===== src/rtl/ladybird_bus_pkg.sv =====
// rtl/ladybird_bus_pkg.sv - shared types and widths for the ladybird memory bus
package ladybird_bus_pkg;

  localparam int BUS_ADDR_W = 32;
  localparam int BUS_DATA_W = 32;
  localparam int BUS_STRB_W = 4;

  typedef struct packed {
    logic                  req;
    logic [BUS_STRB_W-1:0] wstrb;
    logic [BUS_ADDR_W-1:0] addr;
    logic [BUS_DATA_W-1:0] data;
  } bus_request_s;

  function automatic int id_width(input int n);
    return (n > 1) ? $clog2(n) : 1;
  endfunction

endpackage


===== src/rtl/ladybird_bus_rr_arbiter_if.sv =====
// rtl/ladybird_bus_rr_arbiter_if.sv - core-side and memory-side bus signals of the arbiter
interface ladybird_bus_rr_arbiter_if #(
  parameter int N_INPUT = 2
);
  import ladybird_bus_pkg::*;

  logic [N_INPUT-1:0]            in_req;
  logic [N_INPUT*BUS_STRB_W-1:0] in_wstrb;
  logic [N_INPUT*BUS_ADDR_W-1:0] in_addr;
  logic [N_INPUT*BUS_DATA_W-1:0] in_wdata;
  logic [N_INPUT-1:0]            in_gnt;
  logic [N_INPUT-1:0]            in_data_gnt;
  logic [BUS_DATA_W-1:0]         in_rdata;
  logic                          out_req;
  logic [BUS_STRB_W-1:0]         out_wstrb;
  logic [BUS_ADDR_W-1:0]         out_addr;
  logic [BUS_DATA_W-1:0]         out_wdata;
  logic                          out_gnt;
  logic                          out_data_gnt;
  logic [BUS_DATA_W-1:0]         out_rdata;

  modport slave (
    input  in_req, in_wstrb, in_addr, in_wdata, out_gnt, out_data_gnt, out_rdata,
    output in_gnt, in_data_gnt, in_rdata, out_req, out_wstrb, out_addr, out_wdata
  );

  modport master (
    output in_req, in_wstrb, in_addr, in_wdata, out_gnt, out_data_gnt, out_rdata,
    input  in_gnt, in_data_gnt, in_rdata, out_req, out_wstrb, out_addr, out_wdata
  );

endinterface


===== src/rtl/ladybird_id_fifo.sv =====
// rtl/ladybird_id_fifo.sv - in-order queue of requester IDs for outstanding transactions
module ladybird_id_fifo #(
  parameter int WIDTH = 1,
  parameter int DEPTH = 4
) (
  input  logic             clk,
  input  logic             anrst,
  input  logic             nrst,
  input  logic             push,
  input  logic [WIDTH-1:0] push_data,
  input  logic             pop,
  output logic [WIDTH-1:0] head_data,
  output logic             empty,
  output logic             full
);

  localparam int PTR_W = (DEPTH > 1) ? $clog2(DEPTH) : 1;

  logic [WIDTH-1:0] mem [DEPTH];
  logic [PTR_W-1:0] wr_ptr;
  logic [PTR_W-1:0] rd_ptr;
  logic [PTR_W:0]   count;
  logic             do_push;
  logic             do_pop;

  assign full      = (count == (PTR_W+1)'(DEPTH));
  assign empty     = (count == '0);
  assign do_push   = push && !full;
  assign do_pop    = pop && !empty;
  assign head_data = mem[rd_ptr];

  // Depth is a power of two, so the pointers wrap naturally.
  always_ff @(posedge clk or negedge anrst) begin
    if (!anrst) begin
      wr_ptr <= '0;
      rd_ptr <= '0;
      count  <= '0;
    end else if (!nrst) begin
      wr_ptr <= '0;
      rd_ptr <= '0;
      count  <= '0;
    end else begin
      if (do_push) wr_ptr <= wr_ptr + 1'b1;
      if (do_pop)  rd_ptr <= rd_ptr + 1'b1;
      if (do_push && !do_pop)      count <= count + 1'b1;
      else if (!do_push && do_pop) count <= count - 1'b1;
    end
  end

  always_ff @(posedge clk) begin
    if (do_push) mem[wr_ptr] <= push_data;
  end

endmodule


===== src/rtl/ladybird_bus_rr_arbiter.sv =====
// rtl/ladybird_bus_rr_arbiter.sv - round-robin arbiter sharing one ladybird bus port between masters
module ladybird_bus_rr_arbiter
  import ladybird_bus_pkg::*;
#(
  parameter int N_INPUT         = 2,
  parameter int MAX_OUTSTANDING = 4,
  parameter int ID_W            = id_width(N_INPUT)
) (
  input  logic                           clk,
  input  logic                           anrst,
  input  logic                           nrst,
  ladybird_bus_rr_arbiter_if.slave       bus,
  output logic                           o_err
);

  bus_request_s    reqs [N_INPUT];
  bus_request_s    cur;
  logic [ID_W-1:0] sel;
  logic [ID_W-1:0] first_any;
  logic [ID_W-1:0] first_hi;
  logic            hi_found;
  logic [ID_W-1:0] lock_idx;
  logic            lock_valid;
  logic [ID_W-1:0] last_idx;
  logic            any_req;
  logic            lock_dropped;
  logic            req_ok;
  logic            accept;
  logic            q_full;
  logic            q_empty;
  logic [ID_W-1:0] head_id;

  always_comb begin
    for (int i = 0; i < N_INPUT; i++) begin
      reqs[i] = '{req:   bus.in_req[i],
                  wstrb: bus.in_wstrb[i*BUS_STRB_W +: BUS_STRB_W],
                  addr:  bus.in_addr[i*BUS_ADDR_W +: BUS_ADDR_W],
                  data:  bus.in_wdata[i*BUS_DATA_W +: BUS_DATA_W]};
    end
  end

  // Lowest requester above last_idx wins; otherwise wrap to the lowest requester overall.
  always_comb begin
    first_any = '0;
    first_hi  = '0;
    hi_found  = 1'b0;
    for (int i = N_INPUT-1; i >= 0; i--) begin
      if (bus.in_req[i]) first_any = ID_W'(i);
      if (bus.in_req[i] && (ID_W'(i) > last_idx)) begin
        first_hi = ID_W'(i);
        hi_found = 1'b1;
      end
    end
  end

  assign sel          = lock_valid ? lock_idx : (hi_found ? first_hi : first_any);
  assign cur          = reqs[sel];
  assign any_req      = |bus.in_req;
  assign lock_dropped = lock_valid && !cur.req;
  assign req_ok       = any_req && !q_full && !lock_dropped;
  assign accept       = req_ok && bus.out_gnt;

  assign bus.out_req   = req_ok;
  assign bus.out_wstrb = req_ok ? cur.wstrb : '0;
  assign bus.out_addr  = req_ok ? cur.addr  : '0;
  assign bus.out_wdata = req_ok ? cur.data  : '0;
  assign bus.in_rdata  = bus.out_rdata;

  always_comb begin
    bus.in_gnt      = '0;
    bus.in_data_gnt = '0;
    if (accept) bus.in_gnt[sel] = 1'b1;
    if (bus.out_data_gnt && !q_empty) bus.in_data_gnt[head_id] = 1'b1;
  end

  always_ff @(posedge clk or negedge anrst) begin
    if (!anrst) begin
      lock_valid <= 1'b0;
      lock_idx   <= '0;
      last_idx   <= ID_W'(N_INPUT-1);
      o_err      <= 1'b0;
    end else if (!nrst) begin
      lock_valid <= 1'b0;
      lock_idx   <= '0;
      last_idx   <= ID_W'(N_INPUT-1);
      o_err      <= 1'b0;
    end else begin
      if (accept) begin
        lock_valid <= 1'b0;
        last_idx   <= sel;
      end else if (req_ok) begin
        lock_valid <= 1'b1;
        lock_idx   <= sel;
      end else if (lock_dropped) begin
        lock_valid <= 1'b0;
      end
      if (bus.out_data_gnt && q_empty) o_err <= 1'b1;
    end
  end

  ladybird_id_fifo #(
    .WIDTH (ID_W),
    .DEPTH (MAX_OUTSTANDING)
  ) u_id_fifo (
    .clk       (clk),
    .anrst     (anrst),
    .nrst      (nrst),
    .push      (accept),
    .push_data (sel),
    .pop       (bus.out_data_gnt),
    .head_data (head_id),
    .empty     (q_empty),
    .full      (q_full)
  );

endmodule


===== src/flat_wrapper.sv =====
// flat-port wrapper written by rule: the top's interface ports become plain ports
module ladybird_bus_rr_arbiter_flat import ladybird_bus_pkg::*;
#(
  parameter int N_INPUT         = 2,
  parameter int MAX_OUTSTANDING = 4,
  parameter int ID_W            = id_width(N_INPUT)
)
  (clk, anrst, nrst, o_err, bus_in_req, bus_in_wstrb, bus_in_addr, bus_in_wdata, bus_out_gnt, bus_out_data_gnt, bus_out_rdata, bus_in_gnt, bus_in_data_gnt, bus_in_rdata, bus_out_req, bus_out_wstrb, bus_out_addr, bus_out_wdata);
  ladybird_bus_rr_arbiter_if #(.N_INPUT(N_INPUT)) bus_i ();
  input  logic clk;
  input  logic anrst;
  input  logic nrst;
  output logic o_err;
  input wire logic [$bits(bus_i.in_req)-1:0] bus_in_req;
  input wire logic [$bits(bus_i.in_wstrb)-1:0] bus_in_wstrb;
  input wire logic [$bits(bus_i.in_addr)-1:0] bus_in_addr;
  input wire logic [$bits(bus_i.in_wdata)-1:0] bus_in_wdata;
  input wire logic [$bits(bus_i.out_gnt)-1:0] bus_out_gnt;
  input wire logic [$bits(bus_i.out_data_gnt)-1:0] bus_out_data_gnt;
  input wire logic [$bits(bus_i.out_rdata)-1:0] bus_out_rdata;
  output wire logic [$bits(bus_i.in_gnt)-1:0] bus_in_gnt;
  output wire logic [$bits(bus_i.in_data_gnt)-1:0] bus_in_data_gnt;
  output wire logic [$bits(bus_i.in_rdata)-1:0] bus_in_rdata;
  output wire logic [$bits(bus_i.out_req)-1:0] bus_out_req;
  output wire logic [$bits(bus_i.out_wstrb)-1:0] bus_out_wstrb;
  output wire logic [$bits(bus_i.out_addr)-1:0] bus_out_addr;
  output wire logic [$bits(bus_i.out_wdata)-1:0] bus_out_wdata;
  assign bus_i.in_req = bus_in_req;
  assign bus_i.in_wstrb = bus_in_wstrb;
  assign bus_i.in_addr = bus_in_addr;
  assign bus_i.in_wdata = bus_in_wdata;
  assign bus_i.out_gnt = bus_out_gnt;
  assign bus_i.out_data_gnt = bus_out_data_gnt;
  assign bus_i.out_rdata = bus_out_rdata;
  assign bus_in_gnt = bus_i.in_gnt;
  assign bus_in_data_gnt = bus_i.in_data_gnt;
  assign bus_in_rdata = bus_i.in_rdata;
  assign bus_out_req = bus_i.out_req;
  assign bus_out_wstrb = bus_i.out_wstrb;
  assign bus_out_addr = bus_i.out_addr;
  assign bus_out_wdata = bus_i.out_wdata;
  ladybird_bus_rr_arbiter #(.N_INPUT(N_INPUT), .MAX_OUTSTANDING(MAX_OUTSTANDING), .ID_W(ID_W)) u_core (.clk(clk), .anrst(anrst), .nrst(nrst), .bus(bus_i), .o_err(o_err));
endmodule

===== config.mk =====
export PLATFORM = sky130hd
export DESIGN_NAME = ladybird_bus_rr_arbiter_flat
export DESIGN_NICKNAME = d
export VERILOG_FILES = /design/src/rtl/ladybird_bus_pkg.sv /design/src/rtl/ladybird_bus_rr_arbiter_if.sv /design/src/rtl/ladybird_id_fifo.sv /design/src/rtl/ladybird_bus_rr_arbiter.sv /design/src/flat_wrapper.sv
export SDC_FILE = /design/constraint.sdc
export NUM_CORES = 1
export LEC_CHECK = 0
export CAP_MARGIN = 20
export CORE_AREA = 5 5 106 108
export CTS_CLUSTER_DIAMETER = 30
export DETAILED_ROUTE_END_ITERATION = 8
export DIE_AREA = 0 0 111 113
export HOLD_SLACK_MARGIN = 0.02
export PLACE_DENSITY = 0.78
export SKIP_LAST_GASP = 1
export SLEW_MARGIN = 5
export SYNTH_ARGS = -nofsm -noshare
export SYNTH_HDL_FRONTEND = slang
export SYNTH_SLANG_ARGS = --single-unit

===== constraint.sdc =====
create_clock -name clk -period 3.1 [get_ports clk]
set_input_delay 0.62 -clock clk [delete_from_list [all_inputs] [get_ports clk]]
set_output_delay 0.62 -clock clk [all_outputs]
set_load 0.02 [all_outputs]

Yosys cells after proc, flatten, opt, wreduce, memory -nomap -nowiden

Memories as Yosys holds them, arrays and structs flattened.
Index checks and enable logic that the tools add are counted.

Memories: 1
Bits in writable memories: 4
Output and inout bits: 106
Bits of input ports: 175
Word-level logic and storage cells: 90
Flip-flop bits (word level): 11

Order comparisons: 7
Add/sub/neg operators: 4
Reduce and logical (&&, ||, !) cells: 22
Multiplexer cells: 39
Bitwise operators: 1
Equality and inequality tests: 9

Memory list:

| memory               | words | width | read ports | clocked after Yosys merged registers in | wr ports | RTL line               | source |
|---|---|---|---|---|---|---|---|
| u_core.u_id_fifo.mem | 4     | 1     | 1          | 0                                       | 1        | ladybird_id_fifo.sv:19 | `logic [WIDTH-1:0] mem [DEPTH];` |

Operators by type and width:

| kind                  | count |
|---|---|
| $mux W69              | 3 |
| $mux W32              | 2 |
| $mux W1               | 22 |
| $logic_and A1 B1 Y1   | 13 |
| $mux W2               | 6 |
| $ne A2 B1 Y1 const B  | 5 |
| $mux W3               | 3 |
| $logic_not A1 Y1      | 6 |
| $add A2 B1 Y2 const B | 2 |
| $lt A1 B2 Y1 const B  | 2 |
| $mux W4               | 1 |
| $ne A4 B1 Y1 const B  | 1 |
| $add A3 B1 Y3 const B | 1 |
| $eq A3 B3 Y1 const B  | 1 |
| $logic_not A3 Y1      | 1 |
| $ne A3 B1 Y1 const B  | 1 |
| $sub A3 B1 Y3 const B | 1 |
| $demux W1 S1          | 2 |
| $ge A1 B1 Y1 const B  | 2 |
| $ge A2 B2 Y1 const B  | 1 |
| $gt A1 B1 Y1 const A  | 2 |
| $ne A2 B2 Y1 const B  | 1 |
| $not A1 Y2            | 1 |
| $reduce_and A2 Y1     | 1 |
| $reduce_or A2 Y1      | 1 |

Logic depth before layout (Yosys ltp)

Gate-level depths: netlist of run 1.

Depth in word-level cells: 21
Gate-level depth with buffers: 10
Depth with buffers taken out: 9

Hierarchy

Synthesis of run 1 repeated with hierarchy kept, for this count alone.

Cell total of the unflattened synthesis: 357
Area total of the unflattened synthesis: 2219.6 µm²

By module, submodules not included:

| module                  | sequential area each (µm²) | instances | cells an instance | area each (µm²) |
|---|---|---|---|---|
| ladybird_bus_rr_arbiter | 101.3                      | 1         | 288               | 1457.6 |
| ladybird_id_fifo        | 295.3                      | 1         | 69                | 762.0 |

Least setup slack after synthesis of run 1

Ideal clock, no wire load.

Path type: input-to-reg
Start point: in bus_in_req[1]
End point: reg u_core.u_id_fifo.count[2]
Data required time: 3.021 ns
Setup slack: 0.528 ns
Arrival: 2.493 ns
Stages on the path: 10
Setup time: 0.079 ns
Buffers on the path: 1
Cells stage by stage: mux2_2 o211ai_2 buf_2 inv_1 nand2_1 nor2_1 fa_1 and2_1 mux2i_1 mux2i_1

Word-level cells in the longest chain between the ends: 18
Elaborated cells between the ends (all ways): 26
Classes of those cells: eq/ne (1); mux (12); bitwise (1); reduce/logical (12)

Ends and longest elaborated chain:

| element                                                 | RTL line                                       | source |
|---|---|---|
| start, declared                                         | flat_wrapper.sv:14                             | `input wire logic [$bits(bus_i.in_req)-1:0] bus_in_req;` |
| $logic_and A1 B1 Y1                                     | ladybird_bus_rr_arbiter.sv:49                  | `if (bus.in_req[i] && (ID_W'(i) > last_idx)) begin` |
| $mux W1 (2 in a row)                                    | ladybird_bus_rr_arbiter.sv:49                  |  |
| $mux W1 (2 in a row)                                    | ladybird_bus_rr_arbiter.sv:56                  | `assign sel = lock_valid ? lock_idx : (hi_found ? first_hi : first_any);` |
| $not A1 Y2 (not written as such)                        | ladybird_bus_rr_arbiter.sv:57                  | `assign cur = reqs[sel];` |
| $mux W69 (not written as such) (3 in a row)             | ladybird_bus_rr_arbiter.sv:57                  |  |
| $logic_not A1 Y1                                        | ladybird_bus_rr_arbiter.sv:59                  | `assign lock_dropped = lock_valid && !cur.req;` |
| $logic_and A1 B1 Y1                                     | ladybird_bus_rr_arbiter.sv:59                  |  |
| $logic_not A1 Y1                                        | ladybird_bus_rr_arbiter.sv:60                  | `assign req_ok = any_req && !q_full && !lock_dropped;` |
| $logic_and A1 B1 Y1 (*)                                 | ladybird_bus_rr_arbiter.sv:60                  |  |
| net bus_out_req                                         | flat_wrapper.sv:24                             | `output wire logic [$bits(bus_i.out_req)-1:0] bus_out_req;` |
| $logic_and A1 B1 Y1 (*)                                 | ladybird_bus_rr_arbiter.sv:61                  | `assign accept = req_ok && bus.out_gnt;` |
| $logic_and A1 B1 Y1 (*)                                 | ladybird_id_fifo.sv:28                         | `assign do_push = push && !full;` |
| $logic_not A1 Y1 or $logic_and A1 B1 Y1 (tied branches) | ladybird_id_fifo.sv:46, ladybird_id_fifo.sv:45 |  |
| $logic_and A1 B1 Y1 or $mux W3 (tied branches)          | ladybird_id_fifo.sv:46, ladybird_id_fifo.sv:45 |  |
| $ne A3 B1 Y1 (no line) or $mux W3 (tied branches)       | -                                              |  |
| end signal, assigned                                    | ladybird_id_fifo.sv:45                         | `if (do_push && !do_pop) count <= count + 1'b1;` |
| end signal, assigned                                    | ladybird_id_fifo.sv:46                         | `else if (!do_push && do_pop) count <= count - 1'b1;` |
| end, declared                                           | ladybird_id_fifo.sv:22                         | `logic [PTR_W:0] count;` |

Mark *: on every way through the listed nets, which the timed path passes. The rest lies on a longest branch. The select of a mux whose other input is x is not followed.
A chain may end at the register's enable or synchronous reset.

Worst setup path after layout of run 1

Start point: in bus_in_req[1]
End point: out bus_out_addr[28]

Word-level cells in the longest chain between the ends: 14
Elaborated cells between the ends (all ways): 19
Classes of those cells: mux (11); bitwise (1); reduce/logical (7)

Ends and longest elaborated chain:

| element                                     | RTL line                      | source |
|---|---|---|
| $logic_and A1 B1 Y1                         | ladybird_bus_rr_arbiter.sv:49 |  |
| $mux W1 (2 in a row)                        | ladybird_bus_rr_arbiter.sv:49 |  |
| $mux W1 (2 in a row)                        | ladybird_bus_rr_arbiter.sv:56 |  |
| $not A1 Y2 (not written as such)            | ladybird_bus_rr_arbiter.sv:57 |  |
| $mux W69 (not written as such) (3 in a row) | ladybird_bus_rr_arbiter.sv:57 |  |
| $logic_not A1 Y1                            | ladybird_bus_rr_arbiter.sv:59 |  |
| $logic_and A1 B1 Y1                         | ladybird_bus_rr_arbiter.sv:59 |  |
| $logic_not A1 Y1                            | ladybird_bus_rr_arbiter.sv:60 |  |
| $logic_and A1 B1 Y1                         | ladybird_bus_rr_arbiter.sv:60 |  |
| $mux W32 (*)                                | ladybird_bus_rr_arbiter.sv:65 | `assign bus.out_addr = req_ok ? cur.addr : '0;` |
| end, declared                               | flat_wrapper.sv:26            | `output wire logic [$bits(bus_i.out_addr)-1:0] bus_out_addr;` |

Every way passes the cells marked *; elsewhere a longest branch is shown, timed or not. The select of a mux whose other input is x is not followed.

==> flow_summary.toml, run 1 <==
[run_status]
status = "finished clean"

[yosys]
seq_area_frac_synth_pct = 19.04
synth_warnings = 0
avgSynthCellArea_um2 = 6.109
syn_area_um2 = 2083
synth_nets = 521
yosysUniqueCellTypes = 36
synth-seq-cells = 15
synth_compound_area_share_pct = 20.54
synth_top_family_by_area = "simple AND/OR/NAND/NOR gates"
async_flop_share_pct = 73.33
yosys.area_share.simple_pct = 32.61
synth-adder-area-share_pct = 3.363
ys.flop_type = "dfrtp_1"
synth-edff-count = 4
synthMuxAreaShare_pct = 4.024
syn_inst = 341
yosys.area_share.xor_xnor_pct = 2.042

[clock_tree]
clk_pin_slew_worst_paths_ps = 60
numCtsBuffers = 3
root_buffer = "clkbuf_8"
clock_sinks = 15
tritoncts = "done"
post_cts_buffers = 0
htreeDepth = 1
cts.path.max_buffers = 2
clock_latency_ps = 250
cts.hold.buffers_added = 0

[place]
port_buffers = 216
gp_congestion = 0.9040
pre_cts_ws_ps = -293.7
post_dp_cell_area_um2 = 4259
hpwl_mm = 8.026

[timing]
slew_headroom_pct = 64.55
finalSetupViolCount = 0
skew_ps = 2.919
hold_viol = 0
worst_pin_slew_ps = 530.1
setup_ws_ps = 78.87
rsz0062_at_grt = "no"
finalSetupTns_ps = 0
min_period_ps = 3021
drv_slew = 0
fin_crit_sh_pct = 97.46
max_freq_mhz = 331.0

[worst_setup_path]
required_ps = 2480
path_cells = "clkdlybuf4s50_1 > a21bo_2 > o21a_2 > inv_2 > buf_12 > nand2_1 > a21oi_1 > dlygate4sd2_1"
worstPathArrival_ps = 2400
crit_type = "in -> out"
critPathMaxStageDelay_ps = 480
cp-end-kind = "output port"
crit_fanout = 30
critPathLaunchType = "primary input"
crit_path_top_delay_cell = "clkdlybuf4s50_1"

[worst_hold_path]
hold_class = "reg -> reg"

[global_routing]
grt_usage_pct = 14.20
grt_pass1_vias = 3053
grt_pass1_wl_mm = 14.81
grt_max_degree = 44
overflow = 0
grt_antenna_before_repair = 0

[layout]
area_delta_synth_final_pct = 94.89
n_antenna_cell = 0
final_util_pct = 40.05
num-nets-final = 699
final_area_um2 = 4060
most-common-layout-cells = "clkdlybuf4s50_1 (145), nand2_1 (143), a21oi_1 (70)"
layout_commonest_cell = "clkdlybuf4s50_1"
drive_above_1_share_pct = 14.09

[routing]
final_antenna_net_count = 0
drt-wirelength-per-cell_um = 14.74
first_pass_iters = 5
drc_errors = 0
routed_wirelength_mm = 9.641
viasPerCell = 4.364
vias = 2854
drt_iter0_drc = 124

[floorplan]
start_util_pct = 20.55
core_area_um2 = 10140
io_pins = 281
die_width_um = 111
dieArea_um2 = 12540
rows = 37
die_h_um = 113

[power]
power_uw = 2279
powerDensity_nw_per_um2 = 561.4
p_leak_uw = 0.001841
peakVddDrop_uv = 275.5

[flow_run]
drv_cap = 0
## cell families after synthesis
group	after synthesis
and+or+nand+nor	167
AOI/OAI and AO/OA	79
buffers and inverters	64
DFF	15
muxes	7
adders and majority gates	5
xor gates and xnor gates	4
## through the flow
stage               instances  hold WS [ps]
global placement          650         511.0
floorplan                 341         324.4
detailed placement        650         508.1
CTS                       654         526.2
global route              654         555.2
finish                    654         522.1
## power breakdown
part	internal [uW]	total (uW)	leakage (uW)	switching, uW
registers	256	303	0.000181	47.3
clock network	89.0	158	0.0000255	69.3
logic	772	1820	0.00164	1050
## flip-flops by register name (all words and copies together), names as in the netlist
register,flops
u_core.lock_valid,1
u_core.lock_idx,1
u_core.u_id_fifo.mem,4
u_core.u_id_fifo.wr_ptr,2
u_core.last_idx,1
u_core.u_id_fifo.rd_ptr,2
u_core.o_err,1
u_core.u_id_fifo.count,3
## Yosys cell counts, drive strengths merged, types with 2 or more instances
master  count  area, um^2
dfrtp      10       250.2
edfxtp      4       120.1
and2       10       62.56
clkbuf     14       52.55
nor2        4       15.01
nor3        2       10.01
nand2b      2       12.51
inv         7       26.27
nor2b       3       18.77
a21oi      70       350.3
xnor2       3       33.79
ha          4       50.05
o21ai       2       10.00
mux2i       5       50.05
nand2     143       536.8
buf        43       304.0
## routing by layer
layer,share of wire [%],wire length [um],GRT usage [%],vias to the layer above
li1,-,-,-,1416
met3,10,994,5.722,14
met1,38,3624,15.47,1272
met5,0,0,0,-
met2,50,4811,25.36,152
met4,2.2,210,4.351,0
## final cells by class
cell class,count,area (um^2)
Fill cell,1048,6078
Timing Repair Buffer,230,2107
Clock buffer,3,41.29
Sequential cell,15,396.6
Tap cell,136,170.2
Clock inverter,1,5.005
Inverter,7,26.28
Multi-Input combinational cell,262,1314
## worst max-delay path, delay by kind of cell
family / cells / cell delay (ps)
AOI/OAI and AO/OA: 3 / 580
buffers and inverters: 4 / 1110
and+or+nand+nor: 1 / 70
## final timing paths
kind / startpoint / to / slack (ps) / cells after the start
max reg2reg: u_core.lock_idx$_DFFE_PN0P_ / u_core.u_id_fifo.count[2]$_DFFE_PN0P_ / 800 / 10
max: bus_in_req[1] / bus_out_addr[28] / 80 / 8
min: u_core.o_err$_DFFE_PN0P_ / u_core.o_err$_DFFE_PN0P_ / 520 / 2
max in group asynchronous: anrst / u_core.last_idx$_DFFE_PN1P_ / 2020 / 1
min in group asynchronous: anrst / u_core.u_id_fifo.rd_ptr[0]$_DFFE_PN0P_ / 720 / 1
min reg2reg: u_core.o_err$_DFFE_PN0P_ / u_core.o_err$_DFFE_PN0P_ / 520 / 2
## what timing repair did
item	in CTS	in global routing
cloned	0	0
endpoints found under the setup margin	70	50
resized for setup	70	94
(Power assumes the default switching activity.)
==> inputs of run 2 (changes only) <==
--- a/config.mk
+++ b/config.mk
@@ -6,14 +6,15 @@
 export NUM_CORES = 1
 export LEC_CHECK = 0
 export CAP_MARGIN = 20
-export CORE_AREA = 5 5 106 108
+export CORE_AREA = 5 5 105 107
 export CTS_CLUSTER_DIAMETER = 30
 export DETAILED_ROUTE_END_ITERATION = 8
-export DIE_AREA = 0 0 111 113
+export DIE_AREA = 0 0 110 112
 export HOLD_SLACK_MARGIN = 0.02
-export PLACE_DENSITY = 0.78
+export PLACE_DENSITY = 0.81
 export SKIP_LAST_GASP = 1
 export SLEW_MARGIN = 5
 export SYNTH_ARGS = -nofsm -noshare
 export SYNTH_HDL_FRONTEND = slang
+export SYNTH_HIERARCHICAL = 1
 export SYNTH_SLANG_ARGS = --single-unit
==> constraint.sdc (replaced) <==
create_clock -name clk -period 3.1 [get_ports clk]
set_input_delay 0.93 -clock clk [delete_from_list [all_inputs] [get_ports clk]]
set_output_delay 0.93 -clock clk [all_outputs]
set_load 0.02 [all_outputs]
==> run 2 against run 1 <==
Effect of this change: global-route usage up 5.2 points; clock-buffer cell count is the same; highest routed layer unchanged; cell count is 6.0% higher; critical path type unchanged; the run now ends with negative setup slack left; area after synthesis rose by 6.5%; power increased by 25%; sequential share of layout area shrank 2.1 points.
==> flow_summary.toml, run 2 <==
[floorplan]
die_width_um = 110
core_area_um2 = 10050
io_pins = 281
die_h_um = 112
rows = 37
start_util_pct = 22.09
dieArea_um2 = 12320

[clock_tree]
clock_latency_ps = 260
tritoncts = "done"
htreeDepth = 1
numCtsBuffers = 3
cts.hold.buffers_added = 0
cts.path.max_buffers = 2
root_buffer = "clkbuf_8"
clk_pin_slew_worst_paths_ps = 70
clock_sinks = 15

[yosys]
synth_top_area_share_pct = 23.84
avgSynthCellArea_um2 = 6.217
async_flop_share_pct = 73.33
seq_area_frac_synth_pct = 17.87
synth_top_area_cell = "nand2_1"
yosysMostFrequentCell = "nand2_1"
syn_inst = 357
ys.flop_type = "dfrtp_1"
ys_top_cells_by_area = "nand2_1 (24%), a21oi_1 (16%), dfrtp_1 (11%)"
synth_nets = 537
synth_warnings = 6
yosys-top-cells-count = "nand2_1 (141), a21oi_1 (72), buf_4 (33)"
yosysUniqueCellTypes = 44
syn_area_um2 = 2220
synth-seq-cells = 15
synth-edff-count = 4

[worst_setup_path]
ff2ff_path_depth = 12
cp-end-kind = "output port"
crit_start = "bus_in_req[0]"
critPathLaunchType = "primary input"
crit_type = "in -> out"
critPathMaxStageDelay_ps = 410
crit_fanout = 5
crit_path_top_delay_cell = "a211o_4"
cp-endpoint = "bus_out_addr[21]"
r2r-start = "u_core/u_id_fifo/count[1]$_DFFE_PN0P_"
rrSetupSlack_ps = 280
path_cells = "buf_8 > a21bo_1 > a211o_4 > buf_12 > buf_16 > a21oi_4 > buf_6"
worstPathArrival_ps = 2220
required_ps = 2170
r2r_end = "u_core/u_id_fifo/count[2]$_DFFE_PN0P_"

[place]
gp_congestion = 0.8788
port_buffers = 216
pre_cts_ws_ps = -910.6
hpwl_mm = 8.605

[layout]
num-nets-final = 738
most-common-layout-cells = "clkdlybuf4s50_1 (141), nand2_1 (132), buf_4 (64)"
largestRegisters = "u_core/u_id_fifo/mem: 4 flops, u_core/u_id_fifo/count: 3 flops"
n_antenna_cell = 0
multi_input_area_um2 = 1778
drive_above_1_share_pct = 36.09
fillerInstances = 924
area_delta_synth_final_pct = 132.5
ff_latch_area_um2 = 396.6
final_util_pct = 51.38
layout_commonest_cell = "clkdlybuf4s50_1"
largest_reg_flops = 4
top_register = "u_core/u_id_fifo/mem"

[timing]
worst_pin_slew_ps = 543.6
skew_ps = 4.074
drv_slew = 0
max_freq_mhz = 317.8
fin_crit_sh_pct = 101.5
slew_headroom_pct = 63.64
min_period_ps = 3147
hold_viol = 0
setup_ws_ps = -46.55
rsz0062_at_grt = "yes"
finalSetupViolCount = 22

[global_routing]
grt_max_degree = 27
overflow = 0
grt_pass1_vias = 3516
grt_antenna_before_repair = 0
grt_usage_pct = 19.43
grt_pass1_wl_mm = 18.59

[routing]
first_pass_iters = 4
routed_wirelength_mm = 12.75
vias = 3262
drt_iter0_drc = 128
drt-wirelength-per-cell_um = 18.40
viasPerCell = 4.707
final_antenna_net_count = 0
drc_errors = 0

[power]
power_uw = 2846
p_leak_uw = 0.002193
peakVddDrop_uv = 224.6
powerDensity_nw_per_um2 = 551.4

[run_status]
violations = "negative setup slack"
status = "finished with violations"

[flow_run]
drv_cap = 0

[worst_hold_path]
hold_class = "reg -> reg"
run 2: area by class of cell:
| cell class | instances | share of cell area (%) |
|---|---|---|
| timing repair buffer | 256 | 52.46 |
| clock inverter | 1 | 0.1455 |
| inverter | 12 | 1.164 |
| sequential | 15 | 7.685 |
| clock buffer | 3 | 0.8000 |
| multi-input combinational | 270 | 34.45 |
| tap | 136 | 3.297 |
run 2: how the worst min path moves through the flow:
stage                                            from                                      to  slack, ps  depth (start not counted)
6_report                     u_core/o_err$_DFFE_PN0P_                u_core/o_err$_DFFE_PN0P_        550                          2
5_1_grt                      u_core/o_err$_DFFE_PN0P_                u_core/o_err$_DFFE_PN0P_        600                          2
4_1_cts                      u_core/o_err$_DFFE_PN0P_                u_core/o_err$_DFFE_PN0P_        560                          2
3_5_place_dp                 u_core/o_err$_DFFE_PN0P_                u_core/o_err$_DFFE_PN0P_        540                          2
3_3_place_gp                 u_core/o_err$_DFFE_PN0P_                u_core/o_err$_DFFE_PN0P_        500                          2
2_1_floorplan  u_core/u_id_fifo/rd_ptr[1]$_DFFE_PN0P_  u_core/u_id_fifo/rd_ptr[1]$_DFFE_PN0P_        510                          2
run 2: metal layers:
metal  routed length, um  GRT usage (%)  vias to the layer above
met1                4848          23.31                     1526
met2                6628          33.62                      155
met3                 917          4.406                       35
met4                 359          6.484                        0
li1                    -              -                     1546
met5                   0              0                        -
run 2: critical path: cells and delay by family:
kind | cells | cell delay, ps
buffers and inverters | 4 | 530
AO/OA/AOI/OAI | 3 | 750
run 2: logic make-up after synthesis:
family | after synthesis | share of synthesized area, %
buffers and inverters | 72 | 20.29
AO/OA/AOI/OAI | 89 | 22.72
AND/OR/NAND/NOR | 170 | 32.81
XOR/XNOR | 2 | 0.7893
adder cells (fa/ha/maj) | 5 | 3.157
multiplexers | 4 | 2.368
flip-flops | 15 | 17.87
run 2: power breakdown:
part / internal, uW / switching, uW
Combinational: 1150 / 1240
Clock: 90.7 / 80.4
Sequential: 249 / 33.0
run 2: per-stage QoR:
step                      hold WS, ps  cells  area [um^2]  setup TNS, ps
after floorplan                 512.5    357         2243              0
after global placement          503.1    669         4380         -58790
after detailed placement        542.5    669         4380         -58030
after CTS                       562.5    694         5022         -235.2
after global routing            595.6    693         5161          -1591
final                           551.5    693         5161         -695.5
run 2: what timing repair did:
item,CTS,global route
setup endpoints to repair,75,71
cloned,12,1
setup buffers,10,1
resized for setup,445,37
pin swaps,11,7
